## src/rtl/switch_pattern_seq_pkg.sv

```systemverilog
// Shared definitions for the photonic switch pattern sequencer.
// A table entry is packed as {hold, sw}; hold sits above the switch bits.
package photonic_seq_pkg;

    localparam int NSW_DEF = 4;
    localparam int HW_DEF  = 4;

    localparam int SW_LSB   = 0;
    localparam int SW_MSB   = NSW_DEF - 1;
    localparam int HOLD_LSB = NSW_DEF;
    localparam int HOLD_MSB = NSW_DEF + HW_DEF - 1;

    typedef enum logic [1:0] {
        IDLE  = 2'd0,
        ARMED = 2'd1,
        WAIT  = 2'd2,
        RUN   = 2'd3
    } seq_state_e;

endpackage

```

## src/rtl/switch_pattern_seq_if.sv

```systemverilog
// Bundle of control, table-write and switch-drive signals for the sequencer.
// The loop input only exists when SEQ_LOOP_EN is defined.
interface switch_pattern_seq_if #(
    parameter int NSW = 4,
    parameter int AW  = 4,
    parameter int HW  = 4
);
    logic               tick;
    logic               wr_en;
    logic [AW-1:0]      wr_addr;
    logic [HW+NSW-1:0]  wr_data;
    logic [AW-1:0]      last_addr;
    logic               start;
    logic               stop;
    logic               trig;
`ifdef SEQ_LOOP_EN
    logic               loop;
`endif
    logic [NSW-1:0]     sw_out;
    logic               busy;
    logic [AW-1:0]      step;
    logic               done;
    logic               wr_rej;

    modport master (
        output tick, wr_en, wr_addr, wr_data, last_addr, start, stop, trig,
`ifdef SEQ_LOOP_EN
        output loop,
`endif
        input  sw_out, busy, step, done, wr_rej
    );

    modport slave (
        input  tick, wr_en, wr_addr, wr_data, last_addr, start, stop, trig,
`ifdef SEQ_LOOP_EN
        input  loop,
`endif
        output sw_out, busy, step, done, wr_rej
    );

endinterface

```

## src/rtl/switch_pattern_seq_ram.sv

```systemverilog
// Pattern table: register array with synchronous write and combinational read.
module seq_pattern_ram #(
    parameter int DEPTH = 16,
    parameter int AW    = $clog2(DEPTH),
    parameter int DW    = 8
) (
    input  logic          clk,
    input  logic          i_we,
    input  logic [AW-1:0] i_waddr,
    input  logic [DW-1:0] i_wdata,
    input  logic [AW-1:0] i_raddr,
    output logic [DW-1:0] o_rdata
);

    logic [DW-1:0] r_mem [DEPTH];

    // Store an entry; contents are deliberately not cleared by reset
    always_ff @(posedge clk) begin
        if (i_we) begin
            r_mem[i_waddr] <= i_wdata;
        end
    end

    assign o_rdata = r_mem[i_raddr];

endmodule

```

## src/rtl/switch_pattern_seq.sv

```systemverilog
// Photonic switch pattern sequencer: steps through the pattern table on tick
// strobes, holds entries for hold+1 ticks, and blanks all switches for BLANK
// cycles after each pattern change. Optional macro SEQ_LOOP_EN adds a loop
// input that restarts the table instead of finishing.
module switch_pattern_seq
    import photonic_seq_pkg::*;
#(
    parameter int NSW   = NSW_DEF,
    parameter int DEPTH = 16,
    parameter int AW    = $clog2(DEPTH),
    parameter int HW    = HW_DEF,
    parameter int BLANK = 2
) (
    input  logic                 clk,
    input  logic                 reset_n,
    switch_pattern_seq_if.slave  bus
);

    localparam int            DW       = HW + NSW;
    localparam int            BW       = 5;
    localparam logic [AW-1:0] LAST_IDX = AW'(DEPTH - 1);

    seq_state_e      r_state;
    seq_state_e      w_state_next;
    logic [AW-1:0]   r_step;
    logic [AW-1:0]   w_step_next;
    logic [HW-1:0]   r_hold_cnt;
    logic [HW-1:0]   w_hold_next;
    logic [BW-1:0]   r_blank_cnt;
    logic [BW-1:0]   w_blank_next;
    logic [NSW-1:0]  r_sw;
    logic [NSW-1:0]  w_sw_next;
    logic            r_trig_d;
    logic            r_done;
    logic            w_done_next;
    logic            r_wr_rej;
    logic            w_load;
    logic            w_dec;
    logic            w_loop;
    logic            w_trig_rise;
    logic            w_at_end;
    logic            w_we;
    logic [DW-1:0]   w_entry;

`ifdef SEQ_LOOP_EN
    assign w_loop = bus.loop;
`else
    assign w_loop = 1'b0;
`endif

    assign w_trig_rise = bus.trig & ~r_trig_d;
    assign w_at_end    = (r_step == bus.last_addr) || (r_step == LAST_IDX);
    assign w_we        = bus.wr_en && (r_state == IDLE);

    seq_pattern_ram #(
        .DEPTH (DEPTH),
        .AW    (AW),
        .DW    (DW)
    ) u_ram (
        .clk     (clk),
        .i_we    (w_we),
        .i_waddr (bus.wr_addr),
        .i_wdata (bus.wr_data),
        .i_raddr (w_step_next),
        .o_rdata (w_entry)
    );

    // Sequencing decisions: next state, next step, and whether to reload/decrement
    always_comb begin
        w_state_next = r_state;
        w_step_next  = r_step;
        w_done_next  = 1'b0;
        w_load       = 1'b0;
        w_dec        = 1'b0;
        if (bus.stop) begin
            w_state_next = IDLE;
        end else begin
            unique case (r_state)
                IDLE: begin
                    if (bus.start) w_state_next = ARMED;
                end
                ARMED: begin
                    if (w_trig_rise) w_state_next = WAIT;
                end
                WAIT: begin
                    if (bus.tick) begin
                        w_state_next = RUN;
                        w_step_next  = '0;
                        w_load       = 1'b1;
                    end
                end
                RUN: begin
                    if (bus.tick) begin
                        if (r_hold_cnt != '0) begin
                            w_dec = 1'b1;
                        end else if (w_at_end) begin
                            w_done_next = 1'b1;
                            if (w_loop) begin
                                w_step_next = '0;
                                w_load      = 1'b1;
                            end else begin
                                w_state_next = IDLE;
                            end
                        end else begin
                            w_step_next = r_step + 1'b1;
                            w_load      = 1'b1;
                        end
                    end
                end
                default: w_state_next = IDLE;
            endcase
        end
    end

    // Hold/blank counter updates and the next switch drive value
    always_comb begin
        w_hold_next  = r_hold_cnt;
        w_blank_next = (r_blank_cnt != '0) ? r_blank_cnt - 1'b1 : '0;
        if (w_load) begin
            w_hold_next  = w_entry[NSW +: HW];
            w_blank_next = BW'(BLANK);
        end else if (w_dec) begin
            w_hold_next = r_hold_cnt - 1'b1;
        end
        w_sw_next = '0;
        if ((w_state_next == RUN) && (w_blank_next == '0)) begin
            w_sw_next = w_entry[NSW-1:0];
        end
    end

    // State register
    always_ff @(posedge clk or negedge reset_n) begin
        if (!reset_n) begin
            r_state <= IDLE;
        end else begin
            r_state <= w_state_next;
        end
    end

    // Datapath registers: step, counters, trigger history and output strobes
    always_ff @(posedge clk or negedge reset_n) begin
        if (!reset_n) begin
            r_step      <= '0;
            r_hold_cnt  <= '0;
            r_blank_cnt <= '0;
            r_sw        <= '0;
            r_trig_d    <= 1'b0;
            r_done      <= 1'b0;
            r_wr_rej    <= 1'b0;
        end else begin
            r_step      <= w_step_next;
            r_hold_cnt  <= w_hold_next;
            r_blank_cnt <= w_blank_next;
            r_sw        <= w_sw_next;
            r_trig_d    <= bus.trig;
            r_done      <= w_done_next;
            r_wr_rej    <= bus.wr_en && (r_state != IDLE);
        end
    end

    assign bus.sw_out = r_sw;
    assign bus.busy   = (r_state != IDLE);
    assign bus.step   = r_step;
    assign bus.done   = r_done;
    assign bus.wr_rej = r_wr_rej;

endmodule
```

## src/flat_wrapper.sv

```systemverilog
// flat-port wrapper written by rule: the top's interface ports become plain ports
module switch_pattern_seq_flat import photonic_seq_pkg::*;
#(
    parameter int NSW   = NSW_DEF,
    parameter int DEPTH = 16,
    parameter int AW    = $clog2(DEPTH),
    parameter int HW    = HW_DEF,
    parameter int BLANK = 2
)
  (clk, reset_n, bus_tick, bus_wr_en, bus_wr_addr, bus_wr_data, bus_last_addr, bus_start, bus_stop, bus_trig, bus_sw_out, bus_busy, bus_step, bus_done, bus_wr_rej);
  switch_pattern_seq_if #(.NSW(NSW), .AW(AW), .HW(HW)) bus_i ();
  input  logic clk;
  input  logic reset_n;
  input wire logic [$bits(bus_i.tick)-1:0] bus_tick;
  input wire logic [$bits(bus_i.wr_en)-1:0] bus_wr_en;
  input wire logic [$bits(bus_i.wr_addr)-1:0] bus_wr_addr;
  input wire logic [$bits(bus_i.wr_data)-1:0] bus_wr_data;
  input wire logic [$bits(bus_i.last_addr)-1:0] bus_last_addr;
  input wire logic [$bits(bus_i.start)-1:0] bus_start;
  input wire logic [$bits(bus_i.stop)-1:0] bus_stop;
  input wire logic [$bits(bus_i.trig)-1:0] bus_trig;
  output wire logic [$bits(bus_i.sw_out)-1:0] bus_sw_out;
  output wire logic [$bits(bus_i.busy)-1:0] bus_busy;
  output wire logic [$bits(bus_i.step)-1:0] bus_step;
  output wire logic [$bits(bus_i.done)-1:0] bus_done;
  output wire logic [$bits(bus_i.wr_rej)-1:0] bus_wr_rej;
  assign bus_i.tick = bus_tick;
  assign bus_i.wr_en = bus_wr_en;
  assign bus_i.wr_addr = bus_wr_addr;
  assign bus_i.wr_data = bus_wr_data;
  assign bus_i.last_addr = bus_last_addr;
  assign bus_i.start = bus_start;
  assign bus_i.stop = bus_stop;
  assign bus_i.trig = bus_trig;
  assign bus_sw_out = bus_i.sw_out;
  assign bus_busy = bus_i.busy;
  assign bus_step = bus_i.step;
  assign bus_done = bus_i.done;
  assign bus_wr_rej = bus_i.wr_rej;
  switch_pattern_seq #(.NSW(NSW), .DEPTH(DEPTH), .AW(AW), .HW(HW), .BLANK(BLANK)) u_core (.clk(clk), .reset_n(reset_n), .bus(bus_i));
endmodule
```

## config.mk

```make
export PLATFORM = sky130hd
export DESIGN_NAME = switch_pattern_seq_flat
export DESIGN_NICKNAME = d
export VERILOG_FILES = /design/src/rtl/switch_pattern_seq_pkg.sv /design/src/rtl/switch_pattern_seq_if.sv /design/src/rtl/switch_pattern_seq_ram.sv /design/src/rtl/switch_pattern_seq.sv /design/src/flat_wrapper.sv
export SDC_FILE = /design/constraint.sdc
export NUM_CORES = 1
export LEC_CHECK = 0
export ABC_CLOCK_PERIOD_IN_PS = 4350
export BUFFER_PORTS_ARGS = -buffer_cell sky130_fd_sc_hd__buf_2
export CORE_ASPECT_RATIO = 0.9
export CORE_UTILIZATION = 50
export CTS_CLUSTER_SIZE = 10
export DETAILED_ROUTE_END_ITERATION = 16
export GPL_TIMING_DRIVEN = 1
export PLACE_DENSITY = 0.64
export SYNTH_ARGS = -nofsm -noshare
export SYNTH_HDL_FRONTEND = slang
export SYNTH_HIERARCHICAL = 1
export SYNTH_SLANG_ARGS = --single-unit
```

## constraint.sdc

```tcl
create_clock -name clk -period 4.35 [get_ports clk]
set_clock_uncertainty 0.2 [all_clocks]
set_input_delay 0.6525 -clock clk [delete_from_list [all_inputs] [get_ports clk]]
set_output_delay 0.6525 -clock clk [all_outputs]
set_load 0.05 [all_outputs]
```

==> results of run 1 <==
## stage by stage
step	area, µm²	std cells
2_1_floorplan	6210	338
3_5_place_dp	6600	529
3_3_place_gp	6600	529
6_report	7220	561
5_1_grt	7220	561
4_1_cts	7220	561
## Yosys cell counts, types with 2 or more instances
master and instances:
edfxtp_1 128, dfrtp_1 22, nor2_1 19, mux4_2 18, nand2_1 17, a22oi_1 16, mux4_1 14, nor3_1 9
inv_1 8, xnor2_1 7, nand2b_1 6, a21oi_1 4, and3_1 4, buf_2 4, buf_6 4, ha_1 4
nand3_1 4, nor4b_1 4, o21ai_0 4, and2_1 3, and2b_1 3, clkdlybuf4s25_2 3, mux2_2 3, nand3b_1 3
a41oi_1 2, mux2i_1 2, nand4_1 2, nor2b_1 2, nor3b_1 2
## cell usage in the layout (no fill, tap or decap), types with 14 or more instances in the layout
| cell type | count |
|---|---|
| buf_2 | 33 |
| a22oi_1 | 16 |
| mux4_2 | 18 |
| dfrtp_1 | 22 |
| edfxtp_1 | 128 |
| nand2_1 | 17 |
| mux4_1 | 14 |
| clkbuf_16 | 17 |
| nor2_1 | 19 |
## sequential cells by signal, summed over array words and instances (netlist names)
register and count:
u_core/u_ram/r_mem 128, u_core/bus.wr_rej 1, u_core/r_trig_d 1, u_core/r_state 2
u_core/bus.step 4, u_core/r_hold_cnt 4, u_core/r_blank_cnt 5, u_core/bus.done 1
u_core/bus.sw_out 4
## cells by family (layout without fill, tap and decap cells)
| group | count (synthesis) | in the layout | synth area share, % |
|---|---|---|---|
| flip-flops | 150 | 150 | 70.7 |
| AND/OR/NAND/NOR | 84 | 84 | 7.43 |
| multiplexers | 37 | 37 | 13.3 |
| AO/OA/AOI/OAI | 36 | 36 | 4.61 |
| buffers and inverters | 20 | 83 | 2.13 |
| XOR/XNOR | 7 | 7 | 0.987 |
| adder cells (fa/ha/maj) | 4 | 4 | 0.806 |
## how the worst min path moves through the flow
stage / end / slack, ns / start / cells after the start
floorplan: u_core/bus.done$_DFF_PN0_ / 0.16 / reset_n / 0
CTS: u_core/r_state[1]$_DFF_PN0_ / 0.02 / reset_n / 1
global placement: u_core/r_blank_cnt[0]$_DFF_PN0_ / 0.28 / u_core/r_blank_cnt[0]$_DFF_PN0_ / 1
detailed placement: u_core/r_blank_cnt[0]$_DFF_PN0_ / 0.29 / u_core/r_blank_cnt[0]$_DFF_PN0_ / 1
global route: u_core/bus.step[1]$_DFF_PN0_ / 0.05 / reset_n / 1
finish: u_core/bus.step[2]$_DFF_PN0_ / 0.02 / reset_n / 1
## power by group
part           switching [mW]  total (mW)  leakage, nW  internal, mW
combinational           0.293       0.533        0.783         0.240
sequential             0.0485        1.67         1.44          1.62
clock                   0.537        1.53        0.291         0.990
total                   0.879        3.73         2.51          2.85
## metal layers
| metal | track usage, % | vias to the layer above | share of wire (%) |
|---|---|---|---|
| met5 | 0 | - | 0 |
| met4 | 7.23 | 0 | 0.89 |
| met2 | 34.2 | 82 | 51 |
| met1 | 28.1 | 1709 | 45 |
| met3 | 4.61 | 10 | 3.8 |
| li1 | - | 1474 | - |
## area by class of cell
| type | instances | area [µm²] |
|---|---|---|
| clock buffers | 24 | 472 |
| multi-input cells | 168 | 1710 |
| clock inverters | 8 | 148 |
| well taps | 160 | 200 |
| fillers | 896 | 4860 |
| repair buffers | 43 | 265 |
| flip-flops and latches | 150 | 4390 |
| inverters | 8 | 30.0 |
## critical path, cell delays in order (launching register included)
cell and delay [ns]:
dfrtp_1 0.40, inv_1 0.10, ha_1 0.16, or3b_1 0.49, nor3_4 0.26, nand2_1 0.14
mux2i_4 0.47, buf_12 0.26, mux4_2 0.51, a22oi_1 0.16, nand2_1 0.11, a21boi_0 0.14
a311oi_1 0.21, o22ai_1 0.11
==> reports/qor.yml, run 1 <==
nets: 415
postCtsSetupRepairBufs: 0
yosysTopAreaCell: "edfxtp_1"
start_kind: "flop"
syn_area_um2: 6210
reg2reg_slack_ns: 0.48
worstHoldPathType: "in -> async"
p_total_mw: 3.73
preCtsSetupSlack_ns: 0.475
critPathCaptureType: "flop"
numCtsBuffers: 17
setup_slack_ns: 0.482
cts_sinks: 150
wl_per_cell_um: 21.7
synth.area.top_cells: "edfxtp_1 62%, dfrtp_1 8.9%, mux4_2 6.5%"
grt.total_usage_pct: 21.0
yosysSeqAreaShare_pct: 70.7
port_buffers: 33
htreeDepth: 4
remaining_drc_errors: 0
drive_above_1_share_pct: 24.4
worstPathMaxFanout: 18
post-dp-hpwl_mm: 7.91
vias: 3275
crit_arrival_ns: 3.95
crit_required_ns: 4.43
crit_path_end: "u_core/r_hold_cnt[1]$_DFFE_PN0P_"
syn2layout_area_growth_pct: 16.1
die_h_um: 108
max-cap-violations: 0
antenna_found_initial: 0
drv_slew: 0
num_rows: 38
p_per_area_nw_per_um2: 517
slew_headroom_pct: 35.0
criticalPathCategory: "reg -> reg"
r2r-end: "u_core/r_hold_cnt[1]$_DFFE_PN0P_"
cts_tree: "built"
r2r_start: "u_core/r_hold_cnt[0]$_DFFE_PN0P_"
outcome: "complete, no violations"
place_congestion: 0.765
finalSetupViolations: 0
via_per_inst: 5.84
n_antenna_cell: 0
grt_overflow: 0
fmax_mhz: 259
ys_ff_latch: 150
grt_pass1_vias: 3235
leakagePower_nw: 2.51
yosys.cell_types.count: 46
initial_core_util_pct: 51.5
synth_nets: 365
grt_max_degree: 23
die_area_um2: 12900
synth_edf_count: 128
reg2regPathDepth: 13
synthCells: 338
rsz0062_at_grt: "no"
ys_warn_count: 6
ios: 34
ir_drop_mv: 0.331
cts_root_buf: "clkbuf_16"
grt_first_pass_wirelength_mm: 18.9
fin_crit_sh_pct: 88.9
hold_buffers: 0
crit_start: "u_core/r_hold_cnt[0]$_DFFE_PN0P_"
finalHoldViolations: 0
tns_ns: 0
clkTransAtPathRegs_ns: 0.06
die_w_um: 120
whs_ns: 0.0215
async_reset_ff_share_pct: 14.7
finalCriticalPeriod_ns: 3.87
max_slew.worst_pin.slew_ns: 0.971
syn_area_per_cell_um2: 18.4
core_um2: 12100
ant_nets: 0
drt_iter0_drc: 356
ys.flop_type: "edfxtp_1"
final_util_pct: 59.8
synth_top_area_share_pct: 61.9
clockBufferDepth: 2
routed_wl_mm: 12.2
drt_first_pass_iters: 5
clk_latency_ns: 0.41
ctsResizeCount: 0
Note: power is estimated with default switching activity, not from simulation.
==> inputs of run 2 (changes only) <==
--- a/config.mk
+++ b/config.mk
@@ -9,6 +9,7 @@
 export BUFFER_PORTS_ARGS = -buffer_cell sky130_fd_sc_hd__buf_2
 export CORE_ASPECT_RATIO = 0.9
 export CORE_UTILIZATION = 50
+export CTS_BUF_LIST = sky130_fd_sc_hd__clkbuf_8
 export CTS_CLUSTER_SIZE = 10
 export DETAILED_ROUTE_END_ITERATION = 16
 export GPL_TIMING_DRIVEN = 1
==> run 2 against run 1 <==
Final cell count is 0.18% higher. Critical path type unchanged. Critical endpoint is now u_core/bus.sw_out[3]$_DFF_PN0_. Core utilization is 1.5 points lower. Worst setup slack better by 0.0090 ns. Register-to-register slack hardly changed. Power is 11% lower. Highest routed layer unchanged.
==> reports/qor.yml, run 2 (same netlist as run 1, synthesis figures left out) <==
postCtsSetupRepairBufs: 0
fmax_mhz: 259
largest_reg_flops: 128
fin_crit_sh_pct: 88.7
post-dp-hpwl_mm: 7.91
final_cell_area_um2: 7040
drt_first_pass_iters: 5
clk_latency_ns: 0.44
grt_max_degree: 23
vias: 3262
grt_pass1_vias: 3235
die_area_um2: 12900
max_slew.worst_pin.slew_ns: 0.955
critPathCaptureType: "flop"
die_h_um: 108
finalSetupViolations: 0
initial_core_util_pct: 51.5
crit_required_ns: 4.44
num_rows: 38
via_per_inst: 5.80
finalCriticalPeriod_ns: 3.86
slew_headroom_pct: 36.0
criticalPathCategory: "reg -> reg"
syn2layout_area_growth_pct: 13.2
reg_top3: "u_core/u_ram/r_mem x128, u_core/r_blank_cnt x5"
remaining_drc_errors: 0
crit_arrival_ns: 3.95
clkTransAtPathRegs_ns: 0.07
finalHoldViolations: 0
worstHoldPathType: "in -> reg"
place_congestion: 0.765
wl_per_cell_um: 21.4
cts_sinks: 150
finalNonFillerCells: 562
start_kind: "flop"
drt_iter0_drc: 280
core_um2: 12100
cts_tree: "built"
drive_above_1_share_pct: 24.4
ant_nets: 0
grt_overflow: 0
die_w_um: 120
drv_slew: 0
leakagePower_nw: 2.45
outcome: "complete, no violations"
rsz0062_at_grt: "no"
grt_first_pass_wirelength_mm: 18.6
numCtsBuffers: 17
nets: 416
htreeDepth: 4
largest_register: "u_core/u_ram/r_mem"
routed_wl_mm: 12.0
antenna_found_initial: 0
fillers: 905
p_per_area_nw_per_um2: 473
max-cap-violations: 0
worstPathMaxFanout: 10
mostFrequentLayoutCells: "128 x edfxtp_1, 33 x buf_2, 22 x dfrtp_1, 19 x clkbuf_8, 19 x nor2_1"
layout_commonest_cell: "edfxtp_1"
ir_drop_mv: 0.309
clockBufferDepth: 2
dp.cells: 529
cts_root_buf: "clkbuf_8"
grt.total_usage_pct: 20.7
tns_ns: 0
n_antenna_cell: 0
ios: 34
place_area_um2: 6600
port_buffers: 33
-- run 2: changes by cell type in the layout (fill, tap and decap cells not counted) --
cell / delta
dlygate4sd3_1: +1
inv_1: +5
clkbuf_16: -17
clkbuf_8: +17
clkbuf_1: -5
-- run 2: worst max-delay path, cell delays in order, from the launching register on --
cell and delay, ns:
dfrtp_1 0.41, inv_1 0.09, ha_1 0.15, or3b_1 0.48
nor3_4 0.26, nand2_1 0.14, mux2i_4 0.47, buf_4 0.28
mux4_1 0.58, a22oi_1 0.37, nand2_1 0.12, nor4b_1 0.16
-- run 2: path summary, 6_finish.rpt --
path	to	slack (ns)	cells past startpoint	from
setup / recovery	u_core/bus.sw_out[3]$_DFF_PN0_	0.49	11	u_core/r_hold_cnt[0]$_DFFE_PN0P_
hold / removal	u_core/r_trig_d$_DFF_PN0_	0.14	1	bus_trig
setup reg to reg	u_core/bus.sw_out[3]$_DFF_PN0_	0.49	11	u_core/r_hold_cnt[0]$_DFFE_PN0P_
hold reg to reg	u_core/r_blank_cnt[0]$_DFF_PN0_	0.29	1	u_core/r_blank_cnt[0]$_DFF_PN0_
max in group asynchronous	u_core/bus.sw_out[1]$_DFF_PN0_	3.06	2	reset_n
min in group asynchronous	u_core/bus.step[2]$_DFF_PN0_	0.53	2	reset_n
-- run 2: final cells by class --
cell class	count	area (µm²)	area share, %
clock buffer	19	262	3.72
clock inverter	13	166	2.37
inverter	8	30.0	0.427
multi-input combinational	168	1710	24.3
sequential	150	4390	62.5
tap	160	200	2.85
timing repair buffer	44	275	3.91
-- run 2: metal layers --
layer	share of wire [%]	up-vias	track usage (%)	wire length, µm
li1	-	1473	-	-
met1	45	1711	27.7	5390
met3	3.9	9	5.08	474
met2	50	69	33.1	6060
met5	0	-	0	0
met4	0.77	0	7.68	93
-- run 2: power by group --
part / total, mW / switching, mW / internal [mW]
Sequential: 1.67 / 0.0485 / 1.62
Clock: 1.13 / 0.485 / 0.644
Combinational: 0.530 / 0.291 / 0.240
-- run 2: timing repair --
action,4_1_cts,5_1_grt
gates resized for setup,0,0
hold buffers,1,0
setup endpoints to repair,0,0
endpoints found under the hold margin,22,0
-- run 2: per-stage QoR --
stage          setup slack, ns  hold slack (ns)  power [mW]  utilization (%)
2_1_floorplan            0.777            0.157        2.07                -
3_3_place_gp             0.499            0.284        2.22             54.6
3_5_place_dp             0.475            0.286        2.24             54.6
4_1_cts                  0.457            0.112        3.35             58.3
5_1_grt                  0.316            0.121        3.48             58.3
6_report                 0.491            0.144        3.33             58.3
